[config.mk]
export PLATFORM = sky130hd
export DESIGN_NAME = serial_word_collector
export DESIGN_NICKNAME = d
export VERILOG_FILES = /design/src/rtl/shift_stream_pkg.sv /design/src/rtl/serial_word_assembler.sv /design/src/rtl/serial_word_collector.sv
export SDC_FILE = /design/constraint.sdc
export NUM_CORES = 1
export LEC_CHECK = 0
export BUFFER_PORTS_ARGS = -buffer_cell sky130_fd_sc_hd__buf_2
export CELL_PAD_IN_SITES_DETAIL_PLACEMENT = 0
export CELL_PAD_IN_SITES_GLOBAL_PLACEMENT = 2
export CORE_MARGIN = 4
export CORE_UTILIZATION = 24
export DETAILED_ROUTE_END_ITERATION = 6
export HOLD_SLACK_MARGIN = 0.15
export PLACE_DENSITY_LB_ADDON = 0.2
export SLEW_MARGIN = 10
export SYNTH_ARGS = -nofsm -noshare
export SYNTH_HDL_FRONTEND = slang
export SYNTH_SLANG_ARGS = --single-unit
[constraint.sdc]
create_clock -name clockpulse -period 1.14 [get_ports clockpulse]
set_input_delay 0.171 -clock clockpulse [delete_from_list [all_inputs] [get_ports clockpulse]]
set_output_delay 0.171 -clock clockpulse [all_outputs]
set_load 0.02 [all_outputs]
[src/rtl/shift_stream_pkg.sv]
// Shared definitions for the serial word collector: FSM encoding and default
// word geometry.
package shift_stream_pkg;

  localparam int         DEFAULT_WIDTH         = 4;
  localparam logic [3:0] DEFAULT_MATCH_PATTERN = 4'b1100;

  localparam logic [0:0] ST_IDLE    = 1'b0;
  localparam logic [0:0] ST_COLLECT = 1'b1;

endpackage

[src/rtl/serial_word_assembler.sv]
// Reassembles an MSB-first serial bit stream into WIDTH-bit words.
// word_done is a combinational strobe valid in the cycle the last bit is accepted.
module serial_word_assembler
  import shift_stream_pkg::*;
#(
  parameter int WIDTH = DEFAULT_WIDTH,
  parameter int CNTW  = $clog2(WIDTH)
) (
  input  logic             clk,
  input  logic             clear,
  input  logic             serial_in,
  input  logic             shift_valid,
  input  logic             frame_start,
  output logic             word_done,
  output logic [WIDTH-1:0] word,
  output logic [CNTW-1:0]  bit_count
);

  localparam logic [CNTW-1:0] LAST_COUNT = CNTW'(WIDTH - 1);

  logic [0:0]       state_r;
  logic [0:0]       state_nxt_s;
  logic [WIDTH-2:0] partial_r;
  logic [WIDTH-2:0] partial_nxt_s;
  logic [CNTW-1:0]  count_r;
  logic [CNTW-1:0]  count_nxt_s;
  logic [WIDTH-1:0] shifted_s;
  logic             accept_s;

  // Next-state logic for the FSM, partial word and bit counter.
  always_comb begin
    accept_s      = shift_valid & ((state_r == ST_COLLECT) | frame_start);
    shifted_s     = {partial_r, serial_in};
    state_nxt_s   = state_r;
    partial_nxt_s = partial_r;
    count_nxt_s   = count_r;
    word_done     = 1'b0;
    word          = shifted_s;
    if (accept_s) begin
      if (frame_start) begin
        // A frame marker realigns: any partial word is abandoned, even one bit short.
        state_nxt_s      = ST_COLLECT;
        partial_nxt_s    = {(WIDTH-1){1'b0}};
        partial_nxt_s[0] = serial_in;
        count_nxt_s      = CNTW'(1);
      end else if (count_r == LAST_COUNT) begin
        word_done     = 1'b1;
        partial_nxt_s = {(WIDTH-1){1'b0}};
        count_nxt_s   = {CNTW{1'b0}};
      end else begin
        partial_nxt_s = shifted_s[WIDTH-2:0];
        count_nxt_s   = count_r + CNTW'(1);
      end
    end else begin
      state_nxt_s = state_r;
    end
  end

  // State registers with synchronous clear.
  always_ff @(posedge clk) begin
    if (clear) begin
      state_r   <= ST_IDLE;
      partial_r <= {(WIDTH-1){1'b0}};
      count_r   <= {CNTW{1'b0}};
    end else begin
      state_r   <= state_nxt_s;
      partial_r <= partial_nxt_s;
      count_r   <= count_nxt_s;
    end
  end

  assign bit_count = count_r;

endmodule

[src/rtl/serial_word_collector.sv]
// Serial-to-word collector with a one-entry valid/ready output register and a
// sticky overflow flag. Optional pattern compare enabled by MATCH_DETECT_EN.
module serial_word_collector
  import shift_stream_pkg::*;
#(
  parameter int               WIDTH         = DEFAULT_WIDTH,
  parameter logic [WIDTH-1:0] MATCH_PATTERN = DEFAULT_MATCH_PATTERN,
  localparam int              CNTW          = $clog2(WIDTH)
) (
  input  logic             clockpulse,
  input  logic             clear,
  input  logic             serialIn,
  input  logic             shiftValid,
  input  logic             frameStart,
  output logic [WIDTH-1:0] wordOut,
  output logic             wordValid,
  input  logic             wordReady,
  output logic [CNTW-1:0]  bitCount,
  output logic             overflow,
  output logic             match
);

  logic             word_done_s;
  logic [WIDTH-1:0] word_s;
  logic             load_s;
  logic [WIDTH-1:0] word_out_r;
  logic             word_valid_r;
  logic             overflow_r;

  serial_word_assembler #(
    .WIDTH (WIDTH),
    .CNTW  (CNTW)
  ) u_assembler (
    .clk         (clockpulse),
    .clear       (clear),
    .serial_in   (serialIn),
    .shift_valid (shiftValid),
    .frame_start (frameStart),
    .word_done   (word_done_s),
    .word        (word_s),
    .bit_count   (bitCount)
  );

  assign load_s = word_done_s & (~word_valid_r | wordReady);

  // Output register, handshake and sticky overflow.
  always_ff @(posedge clockpulse) begin
    if (clear) begin
      word_out_r   <= {WIDTH{1'b0}};
      word_valid_r <= 1'b0;
      overflow_r   <= 1'b0;
    end else if (load_s) begin
      word_out_r   <= word_s;
      word_valid_r <= 1'b1;
    end else if (word_done_s) begin
      // Full and not being drained: the new word is lost.
      overflow_r   <= 1'b1;
    end else if (word_valid_r & wordReady) begin
      word_valid_r <= 1'b0;
    end else begin
      word_valid_r <= word_valid_r;
    end
  end

`ifdef MATCH_DETECT_EN
  logic match_r;

  // Compare result tracks each load of the output register.
  always_ff @(posedge clockpulse) begin
    if (clear) begin
      match_r <= 1'b0;
    end else if (load_s) begin
      match_r <= (word_s == MATCH_PATTERN);
    end else begin
      match_r <= match_r;
    end
  end

  assign match = match_r;
`else
  assign match = 1'b0;
`endif

  assign wordOut   = word_out_r;
  assign wordValid = word_valid_r;
  assign overflow  = overflow_r;

endmodule

# After elaboration in Yosys (flattened, before gate mapping)
# Index checks and enable logic that the tools add are counted.
dict set report op_classes {
  n_addsub 1
  n_eq_ne 2
  n_mux 10
  n_bitwise 7
  reduce_logical 4
}
# op n
set ops {}
lappend ops {{$mux W1} 6}
lappend ops {{$mux W3} 2}
lappend ops {{$reduce_and A2 Y1} 3}
lappend ops {{$mux W2} 2}
lappend ops {{$and A1 B1 Y1} 3}
lappend ops {{$add A2 B1 Y2 const B} 1}
lappend ops {{$eq A2 B2 Y1 const B} 1}
lappend ops {{$ne A2 B1 Y1 const B} 1}
lappend ops {{$not A1 Y1} 2}
lappend ops {{$or A1 B1 Y1} 2}
lappend ops {{$reduce_bool A2 Y1} 1}
dict set report word_totals {
  register_bits 12
  input_bits 6
  out_inout_bits 9
  wordCells 30
}

# Longest topological paths before layout
# Gate-level depths: netlist of run 1.
dict set report depth {
  ltp_word 7
  depth_mapped 4
  depth_no_buf 4
}

# Hierarchy
# From an unflattened synthesis of run 1, not the netlist that was laid out.
dict set report unflattened {
  hier_cells 60
  area_unflattened_um2 544.3
}
# mod instances cells_each area_per_inst_um2 seq_area_each_um2
set modules_own_cells {}
lappend modules_own_cells {serial_word_collector 1 28 275.3 120.1}
lappend modules_own_cells {serial_word_assembler 1 32 269.0 120.1}

# Least setup slack after synthesis of run 1
# No wires, ideal clock.
dict set report synth_timing {
  path_type {reg-to-reg}
  startpoint {register u_assembler.count_r[0] (netlist: u_assembler.bit_count[0])}
  endpoint {register u_assembler.partial_r[1]}
  setup_ns 0.128
  arrival_ns 1.134
  t_required_ns 1.012
  slack_ns -0.121
  stages_incl_launch_ff 5
  n_path_buf 0
  synth_period_minus_slack_ns 1.261
  cell_sequence {dfxtp_1 ha_1 and4bb_2 a22oi_1 nor2_1}
}
dict set report synth_between {
  elab_chain_cells 3
}
# element line_no
set synth_lines {}
lappend synth_lines {{from (decl)} serial_word_assembler.sv:25} ;# logic [CNTW-1:0] count_r;
lappend synth_lines {{from (signal assigned)} serial_word_assembler.sv:64} ;# count_r <= {CNTW{1'b0}};
lappend synth_lines {{from (signal assigned)} serial_word_assembler.sv:68} ;# count_r <= count_nxt_s;
lappend synth_lines {{$eq A2 B2 Y1} serial_word_assembler.sv:46} ;# end else if (count_r == LAST_COUNT) begin
lappend synth_lines {{$mux W3} serial_word_assembler.sv:46}
lappend synth_lines {{$mux W3} serial_word_assembler.sv:40} ;# if (frame_start) begin
lappend synth_lines {{to (signal assigned)} serial_word_assembler.sv:63} ;# partial_r <= {(WIDTH-1){1'b0}};
lappend synth_lines {{to (signal assigned)} serial_word_assembler.sv:67} ;# partial_r <= partial_nxt_s;
lappend synth_lines {{to (decl)} serial_word_assembler.sv:23} ;# logic [WIDTH-2:0] partial_r;
# No other way between the ends.
# A chain may end at the register's enable or synchronous reset.

# Final worst setup path of run 1
dict set report layout_timing {
  startpoint {register u_assembler.count_r[1] (netlist: u_assembler.bit_count[1])}
  endpoint {register word_out_r[1] (netlist: wordOut[1])}
}
dict set report layout_between {
  elab_chain_cells 5
}
# element line_no
set layout_lines {}
lappend layout_lines {{$eq A2 B2 Y1} serial_word_assembler.sv:46}
lappend layout_lines {{$mux W1} serial_word_assembler.sv:46}
lappend layout_lines {{$mux W1} serial_word_assembler.sv:40}
lappend layout_lines {{$mux W1} serial_word_assembler.sv:39} ;# if (accept_s) begin
lappend layout_lines {{$and A1 B1 Y1} serial_word_collector.sv:44} ;# assign load_s = word_done_s & (~word_valid_r | wordReady);
lappend layout_lines {{to (signal assigned)} serial_word_collector.sv:49} ;# word_out_r <= {WIDTH{1'b0}};
lappend layout_lines {{to (signal assigned)} serial_word_collector.sv:53} ;# word_out_r <= word_s;
lappend layout_lines {{to (decl)} serial_word_collector.sv:26} ;# logic [WIDTH-1:0] word_out_r;
# No other way between the ends.

==> summary.md, run 1 <==
The antenna diode instance count was 0; the switching power summed over all nets was 193 uW. The type of the setup path with the least slack was register to register. After clock tree synthesis, the flow added hold-fix buffers numbering 0. Static timing analysis puts the maximum clock frequency at 890 MHz. Setup repair after global routing could not meet its margin everywhere.

The die width works out to 53.4 microns. TritonCTS built the clock tree. The detailed placement HPWL came out at 856 microns.

For the data required time of the critical path, the log shows 1290 ps. For this block, the initial DRC count from the detailed router was 5. The tools report the master cell of the clock root buffer as sky130_fd_sc_hd__clkbuf_4.

For this run the aggregate overflow at the end of global routing stands at 0. After clock tree synthesis, the clock-pin slew on the worst setup and hold paths is 80 ps. In the layout the commonest cells are 13 x sky130_fd_sc_hd__buf_2, 10 x sky130_fd_sc_hd__a21oi_1, 9 x sky130_fd_sc_hd__dfxtp_1, 6 x sky130_fd_sc_hd__buf_4.

The cell area that synthesis handed to floorplanning was 495 sq um. The synthesized design contains 12 register bits. The worst min-delay path class was input port to register.

The starting density of the core was 0.253. Number of unique standard cell types used by synthesis: 19. The total wirelength of the detailed-routed design came out at 1240 microns. The core region is 1960 sq um.

The instance count of the mapped netlist came out at 56. Once layout is done, the placed cells without fillers occupy 683 sq um. The tools report the hold violation total from the final report as 0. The full die area is 2860 sq um, and the share of total power consumed by net switching is 0.244. The highest layer touched by signal routing is met4.

The tools report the global-route total usage across every layer as 0.105. The detailed-routed wire length on met2 was 592 microns; the total CTS buffers was 3. The logs give 0.353 for the clock share of power and 264 sq um for the area used by multi-input combinational logic.

Entering global routing, the biggest net connects 13 pins. The run gives 0.550 as the share of total power in sequential cells. The library cell used most frequently in the layout, excluding fill and tap cells, is sky130_fd_sc_hd__buf_2. Launch instance of the worst min-delay path: serialIn. The number of global-route vias before repair was 453; the number of vias per cell was 4.60. The number of antenna violations at the first check in global routing came out at 0. In this run, placement finished with an instance count of 99. Input and output buffers added on the ports amount to 13. The antenna violation net count after detailed routing is 0. The detailed router placed 474 vias in this run. The area overhead of the layout relative to synthesis is 37.9%, and the final clock skew is 8.94 ps. Counting every net in the synthesized netlist gives 63. In this run the worst setup path begins at u_assembler.bit_count[1].

At the end of the flow, the number of nets in the layout was 84. In this run the post-CTS setup repair buffer count came out at 0. Sorting the synthesized cells by area gives the leading types as sky130_fd_sc_hd__dfxtp_1 48%, sky130_fd_sc_hd__a21oi_1 10%, sky130_fd_sc_hd__o21ai_0 6.1%, sky130_fd_sc_hd__nand3_1 4.0%, sky130_fd_sc_hd__nand4b_1 3.5%.

H-tree depth: 1. For this design the ratio of total power to cell area is 1150 nW/um^2. The routed length on met3 came out at 83 microns. sky130_fd_sc_hd__dfxtp_1 takes more of the synthesized area than any other cell.

The number of detailed-routing iterations run before antenna repair came out at 2. The final-report max-slew violation count is 0. The number of rows in the core area was 16. After detailed routing, the number of remaining DRC violations is 0. A synthesized cell averages 8.85 sq um.

The kind of capture point of the worst setup path was a register. The tool flagged a number of max-cap violations equal to 0. Summed over all cells, the static leakage comes to 0.000270 uW. The sequential area share after synthesis was 0.485; the number of standard cells in the layout, taps in and fillers out was 103. The tools report the clock network latency to the later pin of the worst-skew pair as 280 ps.

Reg-to-reg startpoint: u_assembler.bit_count[1]. Along the worst path, the maximum fanout reaches 5. The internal portion of the total power is 595 uW. The tools report the number of warning messages in the yosys log as 0. The worst-case IR drop observed on VDD is 402 uV. The flow ran to the end, and the final reports show no timing, DRC or antenna violations. The tools report the share of the core filled with cells in the final layout as 0.348.

Dividing the detail-routed wire length by the instance count gives 12.1 microns. The vertical die dimension was 53.4 microns. Routability-driven placement finished with a final weighted congestion of 0.667. In this run the cell area measured after placement is 631 sq um. For the arrival time at the worst endpoint, the log shows 1280 ps. The first global-routing pass estimated 2090 microns of wire.

For the setup violation total in the final timing report, the log shows 0. The top-level I/O count is 15. After layout, the minimum clock period comes to 1120 ps.

Kind of start point of the critical path: a register. The flip-flop and latch area was 249 sq um. In this run the deepest clock path goes through 2 buffers. The number of fill cells in the layout came out at 235.

The share of cells above drive strength 1 was 0.408. The tree built by TritonCTS fans out to 12 sinks. The area share of the leading cell type in the synthesized netlist was 0.485. The part of the cycle the worst path needs came out at 0.986. For the combinational fraction of design power, the log shows 0.097. The tools report the post-route met1 wirelength as 543 microns.
synth_stat cells:
cell	count
sky130_fd_sc_hd__a21oi_1	10
sky130_fd_sc_hd__a22oi_1	2
sky130_fd_sc_hd__and4b_4	1
sky130_fd_sc_hd__and4bb_2	1
sky130_fd_sc_hd__buf_4	1
sky130_fd_sc_hd__clkbuf_1	1
sky130_fd_sc_hd__clkbuf_2	1
sky130_fd_sc_hd__conb_1	1
sky130_fd_sc_hd__dfxtp_1	12
sky130_fd_sc_hd__ha_1	1
sky130_fd_sc_hd__nand2_1	4
sky130_fd_sc_hd__nand2b_1	1
sky130_fd_sc_hd__nand3_1	4
sky130_fd_sc_hd__nand4b_1	2
sky130_fd_sc_hd__nor2_1	4
sky130_fd_sc_hd__nor2b_1	2
sky130_fd_sc_hd__nor3b_1	1
sky130_fd_sc_hd__o211ai_1	1
sky130_fd_sc_hd__o21ai_0	6
routing by layer:
metal	vias up	track usage
li1	242	-
met1	220	0.126
met2	10	0.163
met3	2	0.0282
met4	0	0.0638
met5	-	0
registers in the layout, indices dropped and copies added, names as in the netlist:
name                   count
u_assembler.state_r        1
u_assembler.partial_r      3
wordOut                    4
overflow                   1
wordValid                  1
u_assembler.bit_count      2
per-stage QoR:
step	power, uW	hold slack (ps)	TNS, ps	setup slack (ps)
2_1_floorplan	481	240	0	0.638
3_3_place_gp	516	451	-36.4	-36.4
3_5_place_dp	515	460	-31.4	-27.9
4_1_cts	798	159	0	31.1
5_1_grt	825	195	-210	-59.2
6_report	788	175	0	16.1
final cells by class:
type	instances	share of cell area
clock buffer	4	0.0385
multi-input combinational	41	0.386
tap	27	0.0495
timing repair buffer	19	0.161
sequential	12	0.364
kinds of logic after synthesis:
| logic type | share of synthesized area |
|---|---|
| adder cells (fa/ha/maj) | 0.0252 |
| AND/OR/NAND/NOR | 0.242 |
| buffers and inverters | 0.0328 |
| other | 0.00757 |
| flip-flops | 0.485 |
| AO/OA/AOI/OAI | 0.207 |
power by group through the flow:
stage          Sequential (uW)  Combinational [uW]  Clock (uW)
6_report                   433                76.2         278
5_1_grt                    434                86.2         304
4_1_cts                    434                73.4         290
3_5_place_dp               443                72.3           0
3_3_place_gp               442                73.8           0
2_1_floorplan              447                33.7           0
worst max-delay path: stages, from the launching register on:
cell,delay (ps)
sky130_fd_sc_hd__dfxtp_4,370
sky130_fd_sc_hd__ha_4,160
sky130_fd_sc_hd__nand4b_1,200
sky130_fd_sc_hd__o21ai_1,200
sky130_fd_sc_hd__a21oi_1,70
repair_timing:
item / CTS / global route
pin swaps: 0 / 8
gates resized for setup: 3 / 7
endpoints found under the setup margin: 5 / 9
final timing paths:
kind                endpoint  slack [ps]  depth (start not counted)
setup / recovery  wordOut[1]          20                          4
hold / removal    wordOut[0]         170                          3
setup reg to reg  wordOut[1]          20                          4
hold reg to reg     overflow         470                          2
Note: power is estimated with default switching activity, not from simulation.
==> run 2, diff against run 1 <==
==> constraint.sdc (replaced) <==
create_clock -name clockpulse -period 0.9 [get_ports clockpulse]
set_input_delay 0.135 -clock clockpulse [delete_from_list [all_inputs] [get_ports clockpulse]]
set_output_delay 0.135 -clock clockpulse [all_outputs]
set_load 0.02 [all_outputs]
==> run 2 against run 1 <==
The flow now finishes with violations (negative setup slack). Setup slack got worse by 240 ps. Total power rose by 38%. Clock-buffer cell count did not move. First-iteration DRC count rose by 80%. Clock power rose by 53%. Global-route usage fell by 1.1 points. Register-to-register slack got worse by 230 ps. Largest power group unchanged. Highest routed layer unchanged.
==> summary.md, run 2 (synthesis results as in run 1) <==
Final hold analysis gives a worst-case slack of 185 ps. At the later pin of the worst-skew pair, clock insertion delay measures 270 ps. Count of buffer and inverter cells on the critical path: 3. The share of cells above drive strength 1 came out at 0.543. The slowest cell on the critical path is sky130_fd_sc_hd__dfxtp_4. The finished cells cover 810 sq um. The number of flip-flops under the largest register name is 4, and the final-report max-slew violation count is 0.

For the total wirelength of the detailed-routed design, the log shows 1210 microns. The run gives 0.112 as the met1 track utilization from global routing. Along the worst path, the maximum fanout reaches 3. Hold violation total from the final report: 0.

The number of global-route vias before repair is 454. The share of total power consumed by net switching was 0.225; the arrival time at the worst endpoint was 980 ps. Routability-driven placement finished with a final weighted congestion of 0.718.

The run finished, with violations left. The number of rows in the core area is 16. STA classifies the critical path endpoint as an output port.

In the layout the commonest cells are 11 x sky130_fd_sc_hd__buf_6, 9 x sky130_fd_sc_hd__a21oi_1, 7 x sky130_fd_sc_hd__dfxtp_2, 7 x sky130_fd_sc_hd__buf_4. Clock-pin slew was measured on the worst setup and hold paths at 80 ps. Dividing the detail-routed via count by the number of cells gives 4.56. In this run the number of cells on the critical path is 3. Counting stages on the worst path, the most repeated cell is sky130_fd_sc_hd__buf_6. The share of the core filled with cells in the final layout came out at 0.413. The depth of the worst register-to-register path was 4; the part of the cycle the worst path needs was 1.24. The largest single stage delay on the critical path is 360 ps. The number of nets in the final layout came out at 89. Setup repair after global routing could not meet its margin everywhere. After detailed routing, the average wire length per cell comes to 11.2 microns. The floorplan step defined a die boundary enclosing 2860 sq um. After detailed routing, the number of remaining DRC violations is 0. The final critical-path required period is 1120 ps, and the aggregate negative setup slack is -1950 ps. The logs give 0 for the number of violations of the max-capacitance limit and 13 for the largest net degree at the start of global routing. The layer flagged by global routing as most heavily used is met2. For this run, the top clock speed supported by timing is 893 MHz. The number of clock buffers added by TritonCTS is 3. STA puts the critical path data required time at 760 ps. The logs give 0.103 for the combinational fraction of design power and 0 for the aggregate global routing overflow. TritonCTS built the clock tree.

The global-route total usage across every layer was 0.0943. From synthesis to final layout, the design area changed by 63.4%. The clock share of power is 0.391. Capture point of the worst reg-to-reg path: wordOut[3]. Summed over all nets, the switching power comes to 244 uW. For the via count of the routed design, the log shows 492. The type of the setup path with the least slack was register to output port. The first-pass GRT wire length is 1880 microns. The post-layout worst setup margin came out at -220 ps. The antenna violation net count after detailed routing was 0; the worst setup slack before clock tree synthesis was -207 ps.

In this run the worst hold path is classified as input port to register. In this run the vertical extent of the chip is 53.4 microns. The wire-length estimate of the detail-placed layout is 868 microns. STA classifies the critical path startpoint as a register.

The core region is 1960 sq um. The share of total power in sequential cells was 0.506. The run gives 15 as the top-level I/O count. The worst register-to-register path begins at u_assembler.bit_count[1]. The run gives 4 as the number of detailed-routing iterations run before antenna repair. Walking the worst path, the cells encountered are buf_4, buf_6, buf_6. Once placement finished, the instance area stood at 654 sq um. The tools report the H-tree depth as 1. The final clock skew came out at 2.95 ps. In this run the worst setup path begins at u_assembler.bit_count[0]. CTS placed an instance of sky130_fd_sc_hd__clkbuf_4 at the clock tree root. The routing usage on met2 was 0.139; the setup violation total in the final timing report was 13. The starting density of the core was 0.253; the largest voltage drop on the vdd net was 591 uV. The count of port buffers added during placement is 13. The number of antenna diodes in the final layout is 0. Number of antenna violations at the first check in global routing: 0. Dividing total power by cell area gives a power density of 1340 nW/um^2. For the slack of the worst reg-to-reg path, the log shows -210 ps. Measured along the x axis, the die boundary spans 53.4 microns.

The tools report the clock sink count as 12. The final reports fail on negative setup slack. The family with the most delay on the worst path is flip-flops.

Summed over all cells, the static leakage comes to 0.000316 uW. The logs give 2 for the number of buffers on the longest clock path and 0.0338 for the met3 layer usage reported by global route. The most common cell after layout, fill and taps aside is sky130_fd_sc_hd__buf_6. The internal power of the cells was 841 uW; the number of DRC violations after detailed-routing iteration 0 was 9. The last element of the critical path is bitCount[0].
==> run 2: changes by cell type in the layout (fill, tap and decap cells not counted), sizes merged <==
| cell | change |
|---|---|
| buf | +4 |
| dlygate4sd3 | +1 |
==> run 2: metrics by stage <==
step	cells	power, uW
after floorplan	56	610
after global placement	100	654
after detailed placement	100	651
after CTS	106	1100
after global routing	108	1150
final	108	1090
==> run 2: cell type report <==
type / count / area, sq um
Sequential cell: 12 / 256
Clock buffer: 4 / 36.3
Multi-Input combinational cell: 41 / 272
Timing Repair Buffer: 24 / 211
Tap cell: 27 / 33.8
Fill cell: 215 / 1150
==> run 2: worst reg2reg max path, delay by kind of cell (launching register included) <==
kind / cells / cell delay (ps)
flip-flops: 1 / 360
AND/OR/NAND/NOR: 1 / 220
adder cells (fa/ha/maj): 1 / 150
AO/OA/AOI/OAI: 2 / 270
==> run 2: worst min path at each step <==
stage / startpoint / end / slack, ps / cells after the start
floorplan: clear / wordOut[0] / 200 / 1
global route: clear / u_assembler.state_r / 180 / 2
CTS: shiftValid / u_assembler.bit_count[0] / 170 / 3
global placement: serialIn / wordOut[0] / 410 / 3
finish: clear / overflow / 190 / 2
detailed placement: serialIn / wordOut[0] / 420 / 3
==> run 2: power by group through the flow <==
stage | registers, uW | clock network [uW] | logic [uW]
6_report | 549 | 424 | 112
4_1_cts | 548 | 453 | 103
5_1_grt | 550 | 476 | 123
2_1_floorplan | 566 | 0 | 44.2
3_3_place_gp | 560 | 0 | 93.5
3_5_place_dp | 560 | 0 | 90.7
==> run 2: routing by layer <==
metal	up-vias	wire, microns
li1	254	-
met1	224	551
met2	12	560
met3	2	81
met4	0	11
met5	-	0
==> run 2: timing repair <==
action / 4_1_cts / 5_1_grt
cloned: 0 / 0
buffers inserted: 1 / 2
endpoints found under the setup margin: 19 / 19
hold buffers: 1 / 0
pin swaps: 3 / 9
resized for setup: 22 / 12
hold endpoints to repair: 1 / 0
